==> src/rtl/control_pipeline.sv <==
// control_pipeline: carries decoder control buses through ID/EX, EX/MEM and
// MEM/WB, detects load-use hazards, selects ALU forwarding sources, injects
// bubbles on stall/flush and counts retired instructions.
module control_pipeline #(
  parameter int EXEC_BUS_WIDTH = 7,
  parameter int MEM_BUS_WIDTH  = 3,
  parameter int WB_BUS_WIDTH   = 2,
  parameter int COUNT_WIDTH    = 32
) (
  input  logic                      clk,
  input  logic                      reset,
  input  logic                      enable,
  input  logic                      flush,
  input  logic                      id_valid,
  input  logic [EXEC_BUS_WIDTH-1:0] id_exec_bus,
  input  logic [MEM_BUS_WIDTH-1:0]  id_mem_bus,
  input  logic [WB_BUS_WIDTH-1:0]   id_wb_bus,
  input  logic [4:0]                id_rs,
  input  logic [4:0]                id_rt,
  input  logic [4:0]                id_rd,
  output logic [EXEC_BUS_WIDTH-1:0] ex_exec_bus,
  output logic [4:0]                ex_rs,
  output logic [4:0]                ex_rt,
  output logic [MEM_BUS_WIDTH-1:0]  mem_mem_bus,
  output logic [WB_BUS_WIDTH-1:0]   wb_wb_bus,
  output logic [4:0]                wb_write_addr,
  output logic                      stall,
  output logic [1:0]                forward_a,
  output logic [1:0]                forward_b,
  output logic [COUNT_WIDTH-1:0]    retired_count
);

  // Bubble execute word: alu_op all ones, every flag clear.
  localparam logic [EXEC_BUS_WIDTH-1:0] EXEC_BUBBLE = EXEC_BUS_WIDTH'(7'h0F);

  // ID/EX
  logic [EXEC_BUS_WIDTH-1:0] ex_exec_q, ex_exec_d;
  logic [MEM_BUS_WIDTH-1:0]  ex_mem_q, ex_mem_d;
  logic [WB_BUS_WIDTH-1:0]   ex_wb_q, ex_wb_d;
  logic                      ex_valid_q, ex_valid_d;
  logic [4:0]                ex_rs_q, ex_rs_d, ex_rt_q, ex_rt_d, ex_rd_q, ex_rd_d;
  // EX/MEM
  logic [MEM_BUS_WIDTH-1:0]  mem_mem_q, mem_mem_d;
  logic [WB_BUS_WIDTH-1:0]   mem_wb_q, mem_wb_d;
  logic                      mem_valid_q, mem_valid_d;
  logic [4:0]                mem_dst_q, mem_dst_d;
  // MEM/WB
  logic [WB_BUS_WIDTH-1:0]   wb_wb_q, wb_wb_d;
  logic                      wb_valid_q, wb_valid_d;
  logic [4:0]                wb_addr_q, wb_addr_d;
  logic [COUNT_WIDTH-1:0]    cnt_q, cnt_d;

  logic       stall_w;
  logic [4:0] ex_dst_w;

  // Select the freshest producer: EX/MEM beats MEM/WB; register 0 never forwards.
  function automatic logic [1:0] fwd_sel(input logic [4:0] src,
                                         input logic mem_rw, input logic [4:0] mem_dst,
                                         input logic wb_rw, input logic [4:0] wb_dst);
    if (mem_rw && (mem_dst != 5'd0) && (mem_dst == src))
      return 2'b10;
    else if (wb_rw && (wb_dst != 5'd0) && (wb_dst == src))
      return 2'b01;
    else
      return 2'b00;
  endfunction

  assign ex_dst_w = ex_exec_q[5] ? ex_rd_q : ex_rt_q;

  // A load in EX whose target is read by the ID instruction; a flush overrides it.
  assign stall_w = id_valid & ex_mem_q[1] & (ex_rt_q != 5'd0) &
                   ((ex_rt_q == id_rs) | (ex_rt_q == id_rt)) & ~flush;

  // Next state with priority !enable > flush > stall > normal.
  always_comb begin
    ex_exec_d   = ex_exec_q;
    ex_mem_d    = ex_mem_q;
    ex_wb_d     = ex_wb_q;
    ex_valid_d  = ex_valid_q;
    ex_rs_d     = ex_rs_q;
    ex_rt_d     = ex_rt_q;
    ex_rd_d     = ex_rd_q;
    mem_mem_d   = mem_mem_q;
    mem_wb_d    = mem_wb_q;
    mem_valid_d = mem_valid_q;
    mem_dst_d   = mem_dst_q;
    wb_wb_d     = wb_wb_q;
    wb_valid_d  = wb_valid_q;
    wb_addr_d   = wb_addr_q;
    cnt_d       = cnt_q;
    if (enable) begin
      if (wb_valid_q)
        cnt_d = cnt_q + COUNT_WIDTH'(1);
      // MEM/WB always advances on an enabled edge
      wb_wb_d    = mem_wb_q;
      wb_valid_d = mem_valid_q;
      wb_addr_d  = mem_dst_q;
      if (flush) begin
        mem_mem_d   = '0;
        mem_wb_d    = '0;
        mem_valid_d = 1'b0;
        mem_dst_d   = '0;
      end else begin
        // EX/MEM takes the ID/EX contents
        mem_mem_d   = ex_mem_q;
        mem_wb_d    = ex_wb_q;
        mem_valid_d = ex_valid_q;
        mem_dst_d   = ex_dst_w;
      end
      if (!flush && !stall_w && id_valid) begin
        // ID/EX loads the decoder outputs
        ex_exec_d  = id_exec_bus;
        ex_mem_d   = id_mem_bus;
        ex_wb_d    = id_wb_bus;
        ex_valid_d = 1'b1;
        ex_rs_d    = id_rs;
        ex_rt_d    = id_rt;
        ex_rd_d    = id_rd;
      end else begin
        ex_exec_d  = EXEC_BUBBLE;
        ex_mem_d   = '0;
        ex_wb_d    = '0;
        ex_valid_d = 1'b0;
        ex_rs_d    = '0;
        ex_rt_d    = '0;
        ex_rd_d    = '0;
      end
    end
  end

  // Stage registers and counter; reset fills every stage with a bubble.
  always_ff @(posedge clk or posedge reset) begin
    if (reset) begin
      ex_exec_q   <= EXEC_BUBBLE;
      ex_mem_q    <= '0;
      ex_wb_q     <= '0;
      ex_valid_q  <= 1'b0;
      ex_rs_q     <= '0;
      ex_rt_q     <= '0;
      ex_rd_q     <= '0;
      mem_mem_q   <= '0;
      mem_wb_q    <= '0;
      mem_valid_q <= 1'b0;
      mem_dst_q   <= '0;
      wb_wb_q     <= '0;
      wb_valid_q  <= 1'b0;
      wb_addr_q   <= '0;
      cnt_q       <= '0;
    end else begin
      ex_exec_q   <= ex_exec_d;
      ex_mem_q    <= ex_mem_d;
      ex_wb_q     <= ex_wb_d;
      ex_valid_q  <= ex_valid_d;
      ex_rs_q     <= ex_rs_d;
      ex_rt_q     <= ex_rt_d;
      ex_rd_q     <= ex_rd_d;
      mem_mem_q   <= mem_mem_d;
      mem_wb_q    <= mem_wb_d;
      mem_valid_q <= mem_valid_d;
      mem_dst_q   <= mem_dst_d;
      wb_wb_q     <= wb_wb_d;
      wb_valid_q  <= wb_valid_d;
      wb_addr_q   <= wb_addr_d;
      cnt_q       <= cnt_d;
    end
  end

  assign ex_exec_bus   = ex_exec_q;
  assign ex_rs         = ex_rs_q;
  assign ex_rt         = ex_rt_q;
  assign mem_mem_bus   = mem_mem_q;
  assign wb_wb_bus     = wb_wb_q;
  assign wb_write_addr = wb_addr_q;
  assign stall         = stall_w;
  assign forward_a     = fwd_sel(ex_rs_q, mem_wb_q[1], mem_dst_q, wb_wb_q[1], wb_addr_q);
  assign forward_b     = fwd_sel(ex_rt_q, mem_wb_q[1], mem_dst_q, wb_wb_q[1], wb_addr_q);
  assign retired_count = cnt_q;

endmodule

==> config.mk <==
export PLATFORM = sky130hd
export DESIGN_NAME = control_pipeline
export DESIGN_NICKNAME = d
export VERILOG_FILES = /design/src/rtl/control_pipeline.sv
export SDC_FILE = /design/constraint.sdc
export NUM_CORES = 1
export LEC_CHECK = 0
export BUFFER_PORTS_ARGS = -buffer_cell sky130_fd_sc_hd__buf_2
export CAP_MARGIN = 15
export CORE_MARGIN = 2
export CORE_UTILIZATION = 45
export DETAILED_ROUTE_END_ITERATION = 6
export GPL_TIMING_DRIVEN = 0
export PLACE_DENSITY = 0.69
export RECOVER_POWER = 50
export SYNTH_ARGS = -nofsm -noshare
export SYNTH_HDL_FRONTEND = slang
export SYNTH_SLANG_ARGS = --single-unit
==> constraint.sdc <==
create_clock -name clk -period 4 [get_ports clk]
set_input_delay 0.8 -clock clk [delete_from_list [all_inputs] [get_ports clk]]
set_output_delay 0.8 -clock clk [all_outputs]
set_load 0.01 [all_outputs]
# Yosys cells after proc, flatten, opt, wreduce, memory -nomap -nowiden
# Index checks and enable logic that the tools add are counted.
[op_classes] reduce_logical=14 n_mux=16 n_bitwise=6 addsub=1 eq_ne=6
[ops] operator="$add 32x1->32 const B" n=1
[ops] operator="$eq 5x5->1" n=6
[ops] operator="$mux 5" n=5
[ops] operator="$reduce_bool 5->1" n=3
[ops] operator="$logic_and 1x1->1" n=8
[ops] operator="$mux 2" n=4
[ops] operator="$mux 7" n=1
[ops] operator="$mux 3" n=2
[ops] operator="$and 1x1->1" n=4
[ops] operator="$mux 1" n=4
[ops] operator="$logic_not 1->1" n=2
[ops] operator="$reduce_and 2->1" n=1
[ops] operator="$not 1->1" n=1
[ops] operator="$or 1x1->1" n=1
[totals] input_bits=32 elab_cells=58 ff_bits=79 out_inout_bits=64

# Depth between registers and ports, before layout
[logic_depth] word_depth=8 mapped_depth=6 depth_no_buf=5

# Least setup slack after synthesis
# Ideal clock, no wire load.
[synth_timing] path_type="reg-to-output" startpoint="register mem_dst_q[1]" endpoint="output port forward_a[0]" t_arrival_ps=1650 path_stages_with_launch=5 t_required_ps=3200 path_buffers=0 slack_ps=1550 cell_sequence="dfrtp_1 > or4_1 > o21ai_1 > nor4_1 > nor4_1"
[synth_via] elab_chain_len=4 elab_cells_between_ends=5 classes_between="1 x eq/ne; 1 x mux; 3 x reduce/logical"
[synth_lines] item="start: declaration" line_no="46" source="logic [4:0] mem_dst_q, mem_dst_d;"
[synth_lines] item="start signal: assignment" line_no="160" source="mem_dst_q <= mem_dst_d;"
[synth_lines] item="$reduce_bool 5->1" line_no="60" source="if (mem_rw && (mem_dst != 5'd0) && (mem_dst == src))"
[synth_lines] item="$logic_and 1x1->1" line_no="60"
[synth_lines] item="$logic_and 1x1->1 (*)" line_no="60"
[synth_lines] item="$mux 2 (*)" line_no="60"
[synth_lines] item="end: declaration" line_no="28" source="output logic [1:0] forward_a,"
# Mark *: on every way between the ends. The rest lies on a longest branch, timed or not.

# Final worst setup path
[layout_timing] startpoint="register ex_rt_q[2], in the netlist ex_rt[2]" endpoint="output port stall"
[layout_via] elab_chain_len=4 elab_cells_between_ends=7 classes_between="2 x eq/ne; 4 x bitwise; 1 x reduce/logical"
[layout_lines] item="start: declaration" line_no="41" source="logic [4:0] ex_rs_q, ex_rs_d, ex_rt_q, ex_rt_d, ex_rd_q, ex_rd_d;"
[layout_lines] item="start signal: assignment" line_no="155" source="ex_rt_q <= ex_rt_d;"
[layout_lines] item="$eq 5x5->1 / $reduce_bool 5->1 (equally long branches)" line_no="72, 71"
[layout_lines] item="$or 1x1->1 / $and 1x1->1 (equally long branches)" line_no="72, 71"
[layout_lines] item="$and 1x1->1 (*)" line_no="71" source="assign stall_w = id_valid & ex_mem_q[1] & (ex_rt_q != 5'd0) &"
[layout_lines] item="$and 1x1->1 (*)" line_no="72" source="((ex_rt_q == id_rs) | (ex_rt_q == id_rt)) & ~flush;"
[layout_lines] item="end: declaration" line_no="27" source="output logic stall,"
# Marks and branches as above.

==> flow_summary_export.csv <==
group,metric,value,unit
worst_setup_path,endpoint_kind,"output port",
yosys,syn_area,4030,um2
yosys,synthArstFlopShare,1.00,
yosys,synth_top_area_frac,0.465,
sta,rsz0062_at_grt,"false",
global_route,grt_use_total,0.207,
floorplan,ios,96,
yosys,synth_edf_count,0,
pwr,finalPower,1.99,mW
pwr,power_frac_comb,0.177,
worst_setup_path,cp-start-kind,"register",
pwr,power_density,409,nW/um2
cells_and_area,drive_above_1_share,0.328,
global_route,antenna_found_initial,0,
clock_tree,hold_buffers,0,
global_route,overflow,0,
clock_tree,cts-root-buf,"clkbuf_8",
pwr,peakVddDrop,0.242,mV
cells_and_area,seq_area,1980,um2
worst_setup_path,cp.required,3.20,ns
cells_and_area,multi_input_area,1890,um2
yosys,synth_cells,363,
placed_design,dpl-instance-area,4670,um2
clock_tree,clk_pin_slew_worst_paths,0.08,ns
detailed_routing,drt_iter0_drc,93,
yosys,synth.distinct_cells,48,
sta,fmax,338,MHz
placed_design,dp.cells,567,
min_path,hold_path.class,"reg2reg",
clock_tree,clkLatencyLatePin,0.35,ns
yosys,synth.yosys.seq_area_share,0.491,
floorplan,die_h,98.7,um
yosys,ys.flop_type,"dfrtp_1",
global_route,grt_max_degree,61,
clock_tree,numCtsBuffers,9,
clock_tree,htreeDepth,3,
yosys,syn-num-nets,396,
sta,slew_violations,0,
pwr,clkPwrFrac,0.349,
placed_design,io_buffers,95,
floorplan,core,8720,um2
yosys,avgSynthCellArea,11.1,um2
cells_and_area,layout.cells.most_common,"buf_2",
sta,hold_viol,0,
placed_design,dp_worst_setup_slack,1.32,ns
sta,tns,0,ns
sta,layout_min_cycle_time,2.96,ns
cells_and_area,layout_common_cells,"buf_2 (99), dfrtp_1 (75), nand2_1 (39)",
clock_tree,cts_sinks,79,
pwr,seqPwrFrac,0.475,
floorplan,die_w,98.7,um
worst_setup_path,path_class,"reg2out",
pwr,internal_power,1.44,mW
cells_and_area,utilization,0.557,
yosys,synth-seq-cells,79,
pwr,leakage,2.31,nW
detailed_routing,wl_per_cell,16.9,um
cells_and_area,finalNonFillerCells,583,
floorplan,core.rowCount,34,
cells_and_area,fin_nets,503,
pwr,p_switching,0.547,mW
sta,period_share,0.739,
global_route,grt_pass1_wl,16100,um
yosys,yosys.area.top_type,"dfrtp_1",
global_route,grt_pass1_vias,3182,
cells_and_area,n_antenna_cell,0,
clock_tree,cts_setup_buffers,0,
run,maxCapViolations,0,
sta,relSlewSlack,0.0541,
yosys,synthTopCellsByArea,"dfrtp_1 (47%), xnor2_1 (7.8%), xor2_1 (5.2%)",
clock_tree,ctsResizeCount,0,
detailed_routing,first_pass_iters,4,
sta,clock_skew,0.0125,ns
cells_and_area,fin_area,4850,um2
detailed_routing,antenna_left,0,
outcome,status,"finished, final reports clean",
cells_and_area,synthToLayoutAreaGrowth,20.4,%
cells_and_area,fillers,768,
detailed_routing,drc,0,
sta,whs,0.488,ns
pwr,netSwitchingFraction,0.275,
sta,fin_ws,1.04,ns
detailed_routing,num_vias,3286,
floorplan,start_util,0.462,
clock_tree,cts_tree,"done",
placed_design,routabilityCongestion,0.867,
sta,worstMarginPinSlew,1.42,ns
placed_design,dpl.hpwl,7090,um
detailed_routing,viasPerCell,5.64,
yosys,synth_warnings,0,
sta,setup_viol,0,
clock_tree,clockBufferDepth,2,
worst_setup_path,worst-path-max-fanout,10,
worst_setup_path,cp.arrival,2.16,ns
detailed_routing,routed_wirelength,9850,um
floorplan,dieArea,9730,um2
-- power by group through the flow --
stage	Clock [mW]	Sequential, mW	Combinational, mW
2_1_floorplan	0	0.962	0.215
3_3_place_gp	0	0.955	0.349
3_5_place_dp	0	0.958	0.360
4_1_cts	0.713	0.943	0.363
5_1_grt	0.741	0.956	0.392
6_report	0.693	0.943	0.351
-- kinds of logic (layout without fill, tap and decap cells) --
logic type,after synthesis,after routing,synth area share
compound gates,73,73,0.150
xor+xnor,61,61,0.134
fa+ha+maj,1,1,0.00310
buf+inv,27,139,0.0357
flops,79,79,0.491
mux,14,14,0.0375
simple gates,108,108,0.148
-- flip-flops by register name, summed over array words and instances (netlist names) --
register and count:
ex_exec_bus 7, ex_mem_q 3, ex_rd_q 5, ex_rs 5, ex_rt 5, ex_valid_q 1
ex_wb_q 2, mem_dst_q 5, mem_mem_bus 3, mem_valid_q 1, mem_wb_q 2, retired_count 32
wb_valid_q 1, wb_wb_bus 2, wb_write_addr 5
-- cells in the mapped netlist, types with 7 or more instances --
master,count
o21ai_2,18
nand2_1,39
a32oi_1,23
dfrtp_1,75
o21ai_1,7
o2bb2ai_1,8
xor2_1,24
nand3_1,17
mux2_2,9
buf_2,12
xnor2_1,36
nor4_1,12
-- metal layers --
layer,vias up,global-route usage,wire length (um)
met5,-,0,0
met4,0,0.0801,168
met3,17,0.0411,564
met2,112,0.324,4590
met1,1604,0.285,4520
li1,1553,-,-
-- area by class of cell --
cell class                      instances  share of cell area
Tap cell                              108              0.0278
Sequential cell                        79               0.408
Timing Repair Buffer                   96              0.0972
Buffer                                 22              0.0255
Inverter                                5             0.00412
Multi-Input combinational cell        257               0.390
Clock buffer                           12              0.0278
Clock inverter                          4              0.0196
-- path summary, 6_finish.rpt --
| path | from | cells past startpoint | to | slack [ns] |
|---|---|---|---|---|
| min in group asynchronous | reset | 2 | ex_exec_bus[4] | 0.59 |
| max in group asynchronous | reset | 3 | retired_count[14] | 1.58 |
| max | ex_rt[2] | 6 | stall | 1.04 |
| max reg2reg | ex_rt[0] | 6 | ex_rt[4] | 2.01 |
| min reg2reg | retired_count[11] | 1 | retired_count[11] | 0.49 |
| min | retired_count[11] | 1 | retired_count[11] | 0.49 |
-- critical path, cell delays in order, from the launching register on --
cell      delay [ns]
dfrtp_1         0.38
buf_4           0.17
or4_4           0.55
o211ai_4        0.30
buf_6           0.19
nor3_1          0.06
buf_2           0.15
(Power assumes the default switching activity.)
